**config.mk**
```make
export PLATFORM = sky130hd
export DESIGN_NAME = axi_txn_arbiter
export DESIGN_NICKNAME = d
export VERILOG_FILES = /design/src/rtl/axi_txn_arbiter.sv
export SDC_FILE = /design/constraint.sdc
export NUM_CORES = 1
export LEC_CHECK = 0
export CORE_MARGIN = 1.5
export CORE_UTILIZATION = 40
export DETAILED_ROUTE_END_ITERATION = 8
export PLACE_DENSITY_LB_ADDON = 0.3
export SYNTH_ARGS = -nofsm -noshare
export SYNTH_HDL_FRONTEND = slang
export SYNTH_SLANG_ARGS = --single-unit
export TNS_END_PERCENT = 10
```
**constraint.sdc**
```tcl
create_clock -name clk -period 5.8 [get_ports clk]
set_input_delay 1.74 -clock clk [delete_from_list [all_inputs] [get_ports clk]]
set_output_delay 1.74 -clock clk [all_outputs]
set_load 0.01 [all_outputs]
```
**src/rtl/axi_txn_arbiter.sv**
```systemverilog
// Grants one AXI address phase at a time, alternating write/read on ties and capping outstanding txns per direction.
// Latency: grant pulse one cycle after a request is sampled in IDLE; all outputs registered.
// Backpressure: a direction at MAX_OUT is ineligible; the address phase holds until aw/ar_done or timeout.
module axi_txn_arbiter #(
    parameter int MAX_OUT = 4,
    parameter int CNT_W   = 4,
    parameter int TMO_CYC = 255,
    parameter int TMO_W   = 8
) (
    input  logic             clk,
    input  logic             rst,
    input  logic             wr_req,
    input  logic             rd_req,
    input  logic             aw_done,
    input  logic             ar_done,
    input  logic             b_done,
    input  logic             r_last_done,
    output logic             wr_gnt,
    output logic             rd_gnt,
    output logic [CNT_W-1:0] wr_out_cnt,
    output logic [CNT_W-1:0] rd_out_cnt,
    output logic             busy,
    output logic             tmo_err,
    output logic             rsp_err
);

    typedef enum logic [1:0] {IDLE, WR_ADDR, RD_ADDR} state_t;

    localparam logic [CNT_W-1:0] MAX_CNT  = CNT_W'(MAX_OUT);
    localparam logic [TMO_W-1:0] TMO_LAST = TMO_W'(TMO_CYC - 1);

    state_t           state;
    state_t           state_nxt;
    logic             last_wr;
    logic [TMO_W-1:0] tmo_cnt;
    logic             ew, er, in_wr, in_rd;
    logic             wr_inc, rd_inc, wr_dec, rd_dec;
    logic             uflow, stray, tmo_hit;
    logic             gnt_w, gnt_r;
    logic [CNT_W-1:0] wr_cnt_nxt, rd_cnt_nxt;

    always_comb begin
        in_wr  = (state == WR_ADDR);
        in_rd  = (state == RD_ADDR);
        ew     = wr_req && (wr_out_cnt < MAX_CNT);
        er     = rd_req && (rd_out_cnt < MAX_CNT);
        wr_inc = aw_done && in_wr;
        rd_inc = ar_done && in_rd;
        wr_dec = b_done && (wr_out_cnt != '0);
        rd_dec = r_last_done && (rd_out_cnt != '0);
        uflow  = (b_done && (wr_out_cnt == '0)) || (r_last_done && (rd_out_cnt == '0));
        stray  = (aw_done && !in_wr) || (ar_done && !in_rd);
        // A done arriving in the expiry cycle takes priority over the timeout.
        tmo_hit = (TMO_CYC != 0) && (tmo_cnt == TMO_LAST) &&
                  ((in_wr && !aw_done) || (in_rd && !ar_done));

        wr_cnt_nxt = wr_out_cnt;
        if (wr_inc && !wr_dec)
            wr_cnt_nxt = wr_out_cnt + CNT_W'(1);
        else if (!wr_inc && wr_dec)
            wr_cnt_nxt = wr_out_cnt - CNT_W'(1);

        rd_cnt_nxt = rd_out_cnt;
        if (rd_inc && !rd_dec)
            rd_cnt_nxt = rd_out_cnt + CNT_W'(1);
        else if (!rd_inc && rd_dec)
            rd_cnt_nxt = rd_out_cnt - CNT_W'(1);

        state_nxt = state;
        gnt_w     = 1'b0;
        gnt_r     = 1'b0;
        case (state)
            IDLE: begin
                // On a tie, the direction not granted last time wins.
                if (ew && (!er || !last_wr)) begin
                    state_nxt = WR_ADDR;
                    gnt_w     = 1'b1;
                end else if (er) begin
                    state_nxt = RD_ADDR;
                    gnt_r     = 1'b1;
                end
            end
            WR_ADDR: if (aw_done || tmo_hit) state_nxt = IDLE;
            RD_ADDR: if (ar_done || tmo_hit) state_nxt = IDLE;
            default: state_nxt = IDLE;
        endcase
    end

    always_ff @(posedge clk) begin
        if (rst) begin
            state      <= IDLE;
            last_wr    <= 1'b0;
            tmo_cnt    <= '0;
            wr_out_cnt <= '0;
            rd_out_cnt <= '0;
            wr_gnt     <= 1'b0;
            rd_gnt     <= 1'b0;
            busy       <= 1'b0;
            tmo_err    <= 1'b0;
            rsp_err    <= 1'b0;
        end else begin
            state      <= state_nxt;
            wr_gnt     <= gnt_w;
            rd_gnt     <= gnt_r;
            if (gnt_w)
                last_wr <= 1'b1;
            else if (gnt_r)
                last_wr <= 1'b0;
            tmo_cnt    <= (state == IDLE) ? '0 : tmo_cnt + TMO_W'(1);
            wr_out_cnt <= wr_cnt_nxt;
            rd_out_cnt <= rd_cnt_nxt;
            busy       <= (state_nxt != IDLE) || (wr_cnt_nxt != '0) || (rd_cnt_nxt != '0);
            tmo_err    <= tmo_hit;
            rsp_err    <= uflow || stray;
        end
    end

endmodule
```
==> results.cfg, run 1 <==
[outcome]
status = complete, no violations

[clock_network]
path_clk_slew_ps = 130
cts_buffers = 3
h-tree-depth = 1
cts-resized-gates = 0
ctsHoldBuffers = 0
cts-root-buf = clkbuf_4
insertion_delay_ps = 310
cts_setup_buffers = 0
cts_sinks = 24
cts_tree = built
clock_path_buffers = 2

[detailed_routing]
dr.first_iter.drc_count = 79
ant_nets = 0
routed_wl_um = 2850
vias = 1175
dr.pass1.iters = 4
vias_per_cell = 5.32
drc = 0
wl_per_cell_um = 12.9

[synth]
async_reset_ff_frac = 0
synth_edf_count = 0
synthMuxAreaShare = 0.0146
synth_fa_ha_area_frac = 0.0548
syn-instance-count = 158
syn_area_per_cell_um2 = 8.66
synth-compound-area-share = 0.176
yosysWarningCount = 0
seq_area_frac_synth = 0.351
synth_top_family_by_area = simple AND/OR/NAND/NOR gates
syn_nets = 172
syn_area_um2 = 1370
synthSimpleGateAreaFrac = 0.294
synth_ff_type = dfxtp_1
synth.distinct_cells = 42
ys_seq_elements = 24
synth_xor_area_frac = 0.0512

[critical_path]
startpoint = ar_done
path_class = input pin to flip-flop
cp_max_fo = 5
endpoint_kind = flip-flop
cp.required_ps = 5980
arrival_ps = 3330
r2r-start = wr_out_cnt[0]
critPathLaunchType = input pin

[layout]
area_delta_synth_final_pct = 16.6
multi_input_area_um2 = 810
fin_nets = 191
diodes = 0
nFillCells = 335
seqCellArea_um2 = 480
drive_above_1_share = 0.0800

[sta]
rsz0062_at_grt = no
setup_tns_ps = 0
fin_skew_ps = 1.30
tightest_slew_ps = 649
max_freq_ghz = 0.317
slew_violations = 0
slew_headroom = 0.566
fin_crit_sh = 0.544
hold_violations = 0
fin_crit_ps = 3160
setup_viol = 0

[global_route]
track_usage = 0.162
grt_max_degree = 18
grt-ovfl-total = 0
antenna_found_initial = 0
grt_pass1_wl_um = 4650
grt_pass1_vias = 1086

[die]
num_io_pins = 21
core_area_um2 = 3310
die_h_um = 61.5
placementRows = 21
fp.dieW_um = 61.5
initial_core_util = 0.413
dieArea_um2 = 3780

[power_and_ir_drop]
peakVddDrop_uv = 165
p_leak_nw = 0.587
powerDensity_nw_per_um2 = 445
power_mw = 0.710

[run]
cap_violations = 0

[hold_path]
hp-start = tmo_cnt[0]
worstHoldPathType = flip-flop to flip-flop

[placement]
gp_congestion = 0.769
port_buffers = 20
dp_hpwl_um = 2150
## sequential cells by signal (all words and copies together) (netlist names)
name        flops
wr_out_cnt      4
wr_gnt          1
tmo_cnt         8
rd_out_cnt      4
last_wr         1
busy            1
rd_gnt          1
state           2
rsp_err         1
tmo_err         1
## worst max-delay path, stage by stage
cell             delay, ps
clkdlybuf4s50_1        560
nand3b_1               230
mux2i_1                180
a2bb2oi_1              160
nor4_1                 320
a41oi_2                140
## per-layer routing
| metal | global-route usage | share of wire | vias to the layer above |
|---|---|---|---|
| met5 | 0 | 0 | - |
| met4 | 0.0456 | 0.0035 | 0 |
| met3 | 0.0231 | 0.038 | 2 |
| met2 | 0.290 | 0.50 | 17 |
| met1 | 0.201 | 0.46 | 554 |
| li1 | - | - | 602 |
## final cells by class
type / count / area share
well taps: 46 / 0.0361
repair buffers: 20 / 0.125
flip-flops and latches: 24 / 0.301
multi-input cells: 121 / 0.507
clock buffers: 3 / 0.0141
inverters: 7 / 0.0165
## worst paths after layout
path         cells after the start  slack [ps]          to
min reg2reg                      1         480  tmo_cnt[0]
max reg2reg                      7        3760        busy
max                              6        2640        busy
min                              1         480  tmo_cnt[0]
## power by group
| group | switching [mW] | leakage, nW | total (mW) | internal [mW] |
|---|---|---|---|---|
| combinational | 0.189 | 0.377 | 0.380 | 0.191 |
| sequential | 0.0531 | 0.196 | 0.257 | 0.204 |
| clock | 0.0484 | 0.0138 | 0.0727 | 0.0243 |
## synth_stat cells (all sizes together) (4+ instances only)
library cell,number,share of area
dfxtp,24,0.35
nor2,20,0.055
nand2,11,0.030
nand3,10,0.037
a21oi,9,0.036
inv,7,0.019
clkbuf,6,0.038
ha,6,0.055
a211oi,4,0.029
nand3b,4,0.022
nor3b,4,0.022
or3,4,0.018
xnor2,4,0.026
xor2,4,0.026
## through the flow
step / hold WS, ps / area (um2) / cells / setup slack, ps / util
floorplan: 430 / 1370 / 158 / 2930 / -
global placement: 442 / 1570 / 218 / 2350 / 0.475
detailed placement: 454 / 1570 / 218 / 2290 / 0.475
CTS: 484 / 1600 / 221 / 2630 / 0.482
global route: 515 / 1600 / 221 / 2540 / 0.482
finish: 475 / 1600 / 221 / 2640 / 0.482
## placed cells by master (no fill, tap or decap), types with 4 or more instances in the layout
cell type / Yosys / final
inv_1: 7 / 7
nor2_1: 20 / 20
or3_1: 4 / 4
xor2_1: 4 / 4
clkdlybuf4s50_1: 0 / 20
nand3_1: 10 / 10
dfxtp_1: 24 / 24
nand3b_1: 4 / 4
xnor2_1: 4 / 4
a21oi_1: 8 / 8
ha_1: 6 / 6
nand2_1: 11 / 11
nor3b_1: 4 / 4
## logic make-up (layout without fill, tap and decap cells)
kind of cell / after synthesis / after routing
xor gates and xnor gates: 8 / 8
buffers and inverters: 13 / 30
adders and majority gates: 6 / 6
AOI/OAI and AO/OA: 31 / 31
and+or+nand+nor: 74 / 74
muxes: 2 / 2
DFF: 24 / 24
No activity file was read; power rests on OpenSTA's default activity.
==> run 2: changes to the inputs <==
==> constraint.sdc (replaced) <==
create_clock -name clk -period 2.5 [get_ports clk]
set_input_delay 0.75 -clock clk [delete_from_list [all_inputs] [get_ports clk]]
set_output_delay 0.75 -clock clk [all_outputs]
set_load 0.01 [all_outputs]
==> run 2 against run 1 <==
  * Clock power grew to 3.9 times the previous value
  * Die area unchanged
  * First-iteration DRC count fell by 28%
  * Via count increased by 2.4%
  * Clock skew up 10 ps
  * Setup slack got worse by 2300 ps
  * Non-clock buffer count up 3
  * Critical path type is now flip-flop to primary output
  * Clock-buffer cell count is the same
  * Sequential cell count unchanged
==> results.cfg, run 2 (synthesis results as in run 1) <==
[outcome]
status = complete, no violations

[layout]
fin_nets = 194
layout_common_cells = dfxtp_1 (24), nor2_1 (20), clkdlybuf4s50_1 (20)
final_common_cell = dfxtp_1
area_delta_synth_final_pct = 20.5
nFillCells = 335
reg.largest.list = tmo_cnt (8), rd_out_cnt (4), wr_out_cnt (4)
drive_above_1_share = 0.101
diodes = 0
largest-register = tmo_cnt
largest_reg_flops = 8
fin_util = 0.498

[sta]
fin_ws_ps = 371
max_freq_ghz = 0.470
fin_crit_sh = 0.852
slew_headroom = 0.721
slew_violations = 0
fin_crit_ps = 2130
tightest_slew_ps = 418
setup_tns_ps = 0
whs_ps = 485
hold_violations = 0
fin_skew_ps = 11.7
setup_viol = 0
rsz0062_at_grt = no

[global_route]
track_usage = 0.160
grt-ovfl-total = 0
gr-max-usage-layer = met2
antenna_found_initial = 0
gr-usage-met2 = 0.286
gr-usage-met1 = 0.196
grt_pass1_wl_um = 4570
grt_pass1_vias = 1109
grt_max_degree = 17
met3_usage = 0.0189

[clock_network]
clock_path_buffers = 2
h-tree-depth = 1
cts-root-buf = clkbuf_4
cts-resized-gates = 0
cts_sinks = 24
cts_buffers = 3
path_clk_slew_ps = 140
ctsHoldBuffers = 0
insertion_delay_ps = 330
cts_tree = built
cts_setup_buffers = 0

[critical_path]
cp_slowest_cell = clkdlybuf4s50_1
slowest_delay_ps = 580
critPathLaunchType = flip-flop
endpoint_kind = primary output
arrival_ps = 1380
cp_max_fo = 7
cpLargestDelayFamily = buffers and inverters
r2r-start = wr_out_cnt[0]
cp.required_ps = 1750
cp.depth = 1
path_class = flip-flop to primary output
reg2regPathDepth = 7
startpoint = wr_out_cnt[2]
worst-path-buf-inv = 1
crit_chain = clkdlybuf4s50_1

[run]
cap_violations = 0

[die]
fp.dieW_um = 61.5
initial_core_util = 0.413
placementRows = 21
dieArea_um2 = 3780
num_io_pins = 21
die_h_um = 61.5
core_area_um2 = 3310

[power_and_ir_drop]
swShare = 0.386
peakVddDrop_uv = 295
p_leak_nw = 0.615
power_mw = 1.78
p_int_mw = 1.09
p_switching_mw = 0.686
clock_power_share = 0.160
powerDensity_nw_per_um2 = 1080
p_comb_frac = 0.503
power_frac_seq = 0.337

[hold_path]
worstHoldPathType = flip-flop to flip-flop
min_path_cells = 1
hp-start = tmo_cnt[0]

[placement]
dp_hpwl_um = 2170
gp_congestion = 0.875
pre_cts_slack_ps = 83.4
port_buffers = 20

[detailed_routing]
vias = 1203
dr.pass1.iters = 4
drc = 0
dr.first_iter.drc_count = 57
routed_wl_um = 2860
wl_per_cell_um = 12.7
ant_nets = 0
vias_per_cell = 5.35
==> run 2: changes by cell type in the layout (fill, tap and decap cells not counted), sizes merged <==
cell    delta
bufinv     +1
buf        +3
==> run 2: area by class of cell <==
type | count | area [um2] | share of cell area
Multi-Input combinational cell | 121 | 810 | 0.491
Tap cell | 46 | 57.6 | 0.0349
Sequential cell | 24 | 480 | 0.291
Clock buffer | 3 | 22.5 | 0.0137
Timing Repair Buffer | 23 | 223 | 0.135
Clock inverter | 1 | 30.0 | 0.0182
Inverter | 7 | 26.3 | 0.0159
==> run 2: power groups by stage <==
stage	logic (mW)	registers, mW	clock network (mW)
detailed placement	0.894	0.606	0
global placement	0.878	0.599	0
floorplan	0.641	0.594	0
finish	0.893	0.599	0.285
CTS	0.898	0.596	0.293
global route	0.985	0.615	0.303
==> run 2: metal layers <==
layer  part of all wire  routed length (um)  vias to the layer above
met2               0.49                1390                       14
met3              0.029                  82                        5
met1               0.47                1340                      574
met4              0.013                  37                        0
met5                  0                   0                        -
li1                   -                   -                      610
==> run 2: metrics by stage <==
step / instance area (um2) / instances
after global routing: 1650 / 225
after detailed placement: 1600 / 221
after floorplan: 1370 / 158
after CTS: 1650 / 225
final: 1650 / 225
after global placement: 1600 / 221
==> run 2: worst paths after layout <==
| path | endpoint | slack, ps |
|---|---|---|
| hold reg to reg | tmo_cnt[0] | 490 |
| setup / recovery | wr_out_cnt[2] | 370 |
| hold / removal | tmo_cnt[0] | 490 |
| setup reg to reg | busy | 480 |
==> run 3: changes to the inputs <==
--- a/config.mk
+++ b/config.mk
@@ -5,6 +5,7 @@
 export SDC_FILE = /design/constraint.sdc
 export NUM_CORES = 1
 export LEC_CHECK = 0
+export CAP_MARGIN = 20
 export CORE_MARGIN = 1.5
 export CORE_UTILIZATION = 40
 export DETAILED_ROUTE_END_ITERATION = 8
==> constraint.sdc (replaced) <==
create_clock -name clk -period 2.1 [get_ports clk]
set_input_delay 0.63 -clock clk [delete_from_list [all_inputs] [get_ports clk]]
set_output_delay 0.63 -clock clk [all_outputs]
set_load 0.01 [all_outputs]
==> run 3 against run 2 <==
  * Sequential power rose by 17%
  * Non-clock buffer count rose by 9
  * Global-route usage rose by 1.9 points
  * Die area did not move
  * Largest power group unchanged
  * Clock power fell by 15%
  * Total power rose by 18%
  * Sequential share of layout area fell by 0.83 points
  * Clock-buffer cell count rose by 1
  * First-iteration DRC count rose by 19%
==> results.cfg, run 3 (synthesis results as in run 1) <==
[outcome]
status = complete, no violations

[power_and_ir_drop]
p_int_mw = 1.26
p_switching_mw = 0.836
clock_power_share = 0.115
p_leak_nw = 0.652
power_mw = 2.10
p_comb_frac = 0.550
peakVddDrop_uv = 489
power_frac_seq = 0.334
swShare = 0.399
powerDensity_nw_per_um2 = 1230

[global_route]
track_usage = 0.179
grt_pass1_vias = 1211
grt_max_degree = 14
grt-ovfl-total = 0
antenna_found_initial = 0
grt_pass1_wl_um = 5050

[critical_path]
worst-path-buf-inv = 1
slowest_delay_ps = 580
arrival_ps = 1370
cp_max_fo = 7
cpLargestDelayFamily = buffers and inverters
cp_slowest_cell = clkdlybuf4s50_1
cp.required_ps = 1470
path_class = flip-flop to primary output
critPathLaunchType = flip-flop
endpoint_kind = primary output
crit_chain = clkdlybuf4s50_1

[sta]
hold_violations = 0
setup_viol = 0
whs_ps = 497
max_freq_ghz = 0.500
fin_crit_ps = 2000
fin_skew_ps = 10.2
tightest_slew_ps = 360
rsz0062_at_grt = no
slew_headroom = 0.760
fin_crit_sh = 0.953
slew_violations = 0
fin_ws_ps = 99.1

[clock_network]
h-tree-depth = 1
cts-root-buf = clkbuf_4
cts_sinks = 24
clock_path_buffers = 2
path_clk_slew_ps = 130
cts-resized-gates = 0
cts_setup_buffers = 0
cts_tree = built
cts_buffers = 3
insertion_delay_ps = 310
ctsHoldBuffers = 0

[detailed_routing]
vias_per_cell = 5.18
dr.pass1.iters = 4
dr.first_iter.drc_count = 68
ant_nets = 0
routed_wl_um = 3010
wl_per_cell_um = 12.9
vias = 1212
drc = 0

[die]
die_h_um = 61.5
num_io_pins = 21
dieArea_um2 = 3780
placementRows = 21
core_area_um2 = 3310
fp.dieW_um = 61.5
initial_core_util = 0.413

[layout]
reg.largest.list = tmo_cnt (8), rd_out_cnt (4), wr_out_cnt (4)
area_delta_synth_final_pct = 24.3
final_common_cell = dfxtp_1
fin_nets = 203
largest-register = tmo_cnt
stdcell_area_um2 = 1700
diodes = 0
largest_reg_flops = 8
drive_above_1_share = 0.149
nFillCells = 309
layout_common_cells = dfxtp_1 (23), nor2_1 (20), clkdlybuf4s50_1 (20)

[run]
cap_violations = 0

[placement]
gp_congestion = 0.854
pre_cts_slack_ps = -215
place_area_um2 = 1660
port_buffers = 20
dp_hpwl_um = 2370

[hold_path]
worstHoldPathType = flip-flop to flip-flop
run 3: per-stage QoR:
stage / setup TNS, ps / utilization / std cells
after detailed placement: -259 / 0.503 / 230
after global routing: 0 / 0.514 / 234
after floorplan: 0 / - / 158
final: 0 / 0.514 / 234
after global placement: -131 / 0.503 / 230
after CTS: 0 / 0.514 / 234
run 3: area by class of cell:
class                           count  area [um2]  share of cell area
Clock buffer                        4        36.3              0.0213
Inverter                            7        26.3              0.0154
Multi-Input combinational cell    121         810               0.476
Sequential cell                    24         482               0.283
Tap cell                           46        57.6              0.0338
Timing Repair Buffer               32         290               0.171
run 3: path summary, 6_finish.rpt:
kind / start / to / slack, ps / depth (start not counted)
max reg2reg: rd_out_cnt[0] / busy / 120 / 7
min: tmo_cnt[0] / tmo_cnt[0] / 500 / 1
min reg2reg: tmo_cnt[0] / tmo_cnt[0] / 500 / 1
max: wr_out_cnt[2] / wr_out_cnt[2] / 100 / 1
run 3: metal layers:
| metal | vias to the layer above | track usage | wire length [um] | part of all wire |
|---|---|---|---|---|
| li1 | 624 | - | - | - |
| met1 | 571 | 0.199 | 1340 | 0.44 |
| met2 | 17 | 0.337 | 1590 | 0.53 |
| met4 | 0 | 0.0486 | 0 | 0 |
| met5 | - | 0 | 0 | 0 |
| met3 | 0 | 0.0420 | 82 | 0.027 |
run 3: power groups by stage:
stage | clock network (mW) | logic [mW] | registers, mW
CTS | 0.256 | 1.15 | 0.697
detailed placement | 0 | 1.15 | 0.709
floorplan | 0 | 0.763 | 0.707
global route | 0.281 | 1.27 | 0.721
global placement | 0 | 1.11 | 0.698
finish | 0.242 | 1.15 | 0.701
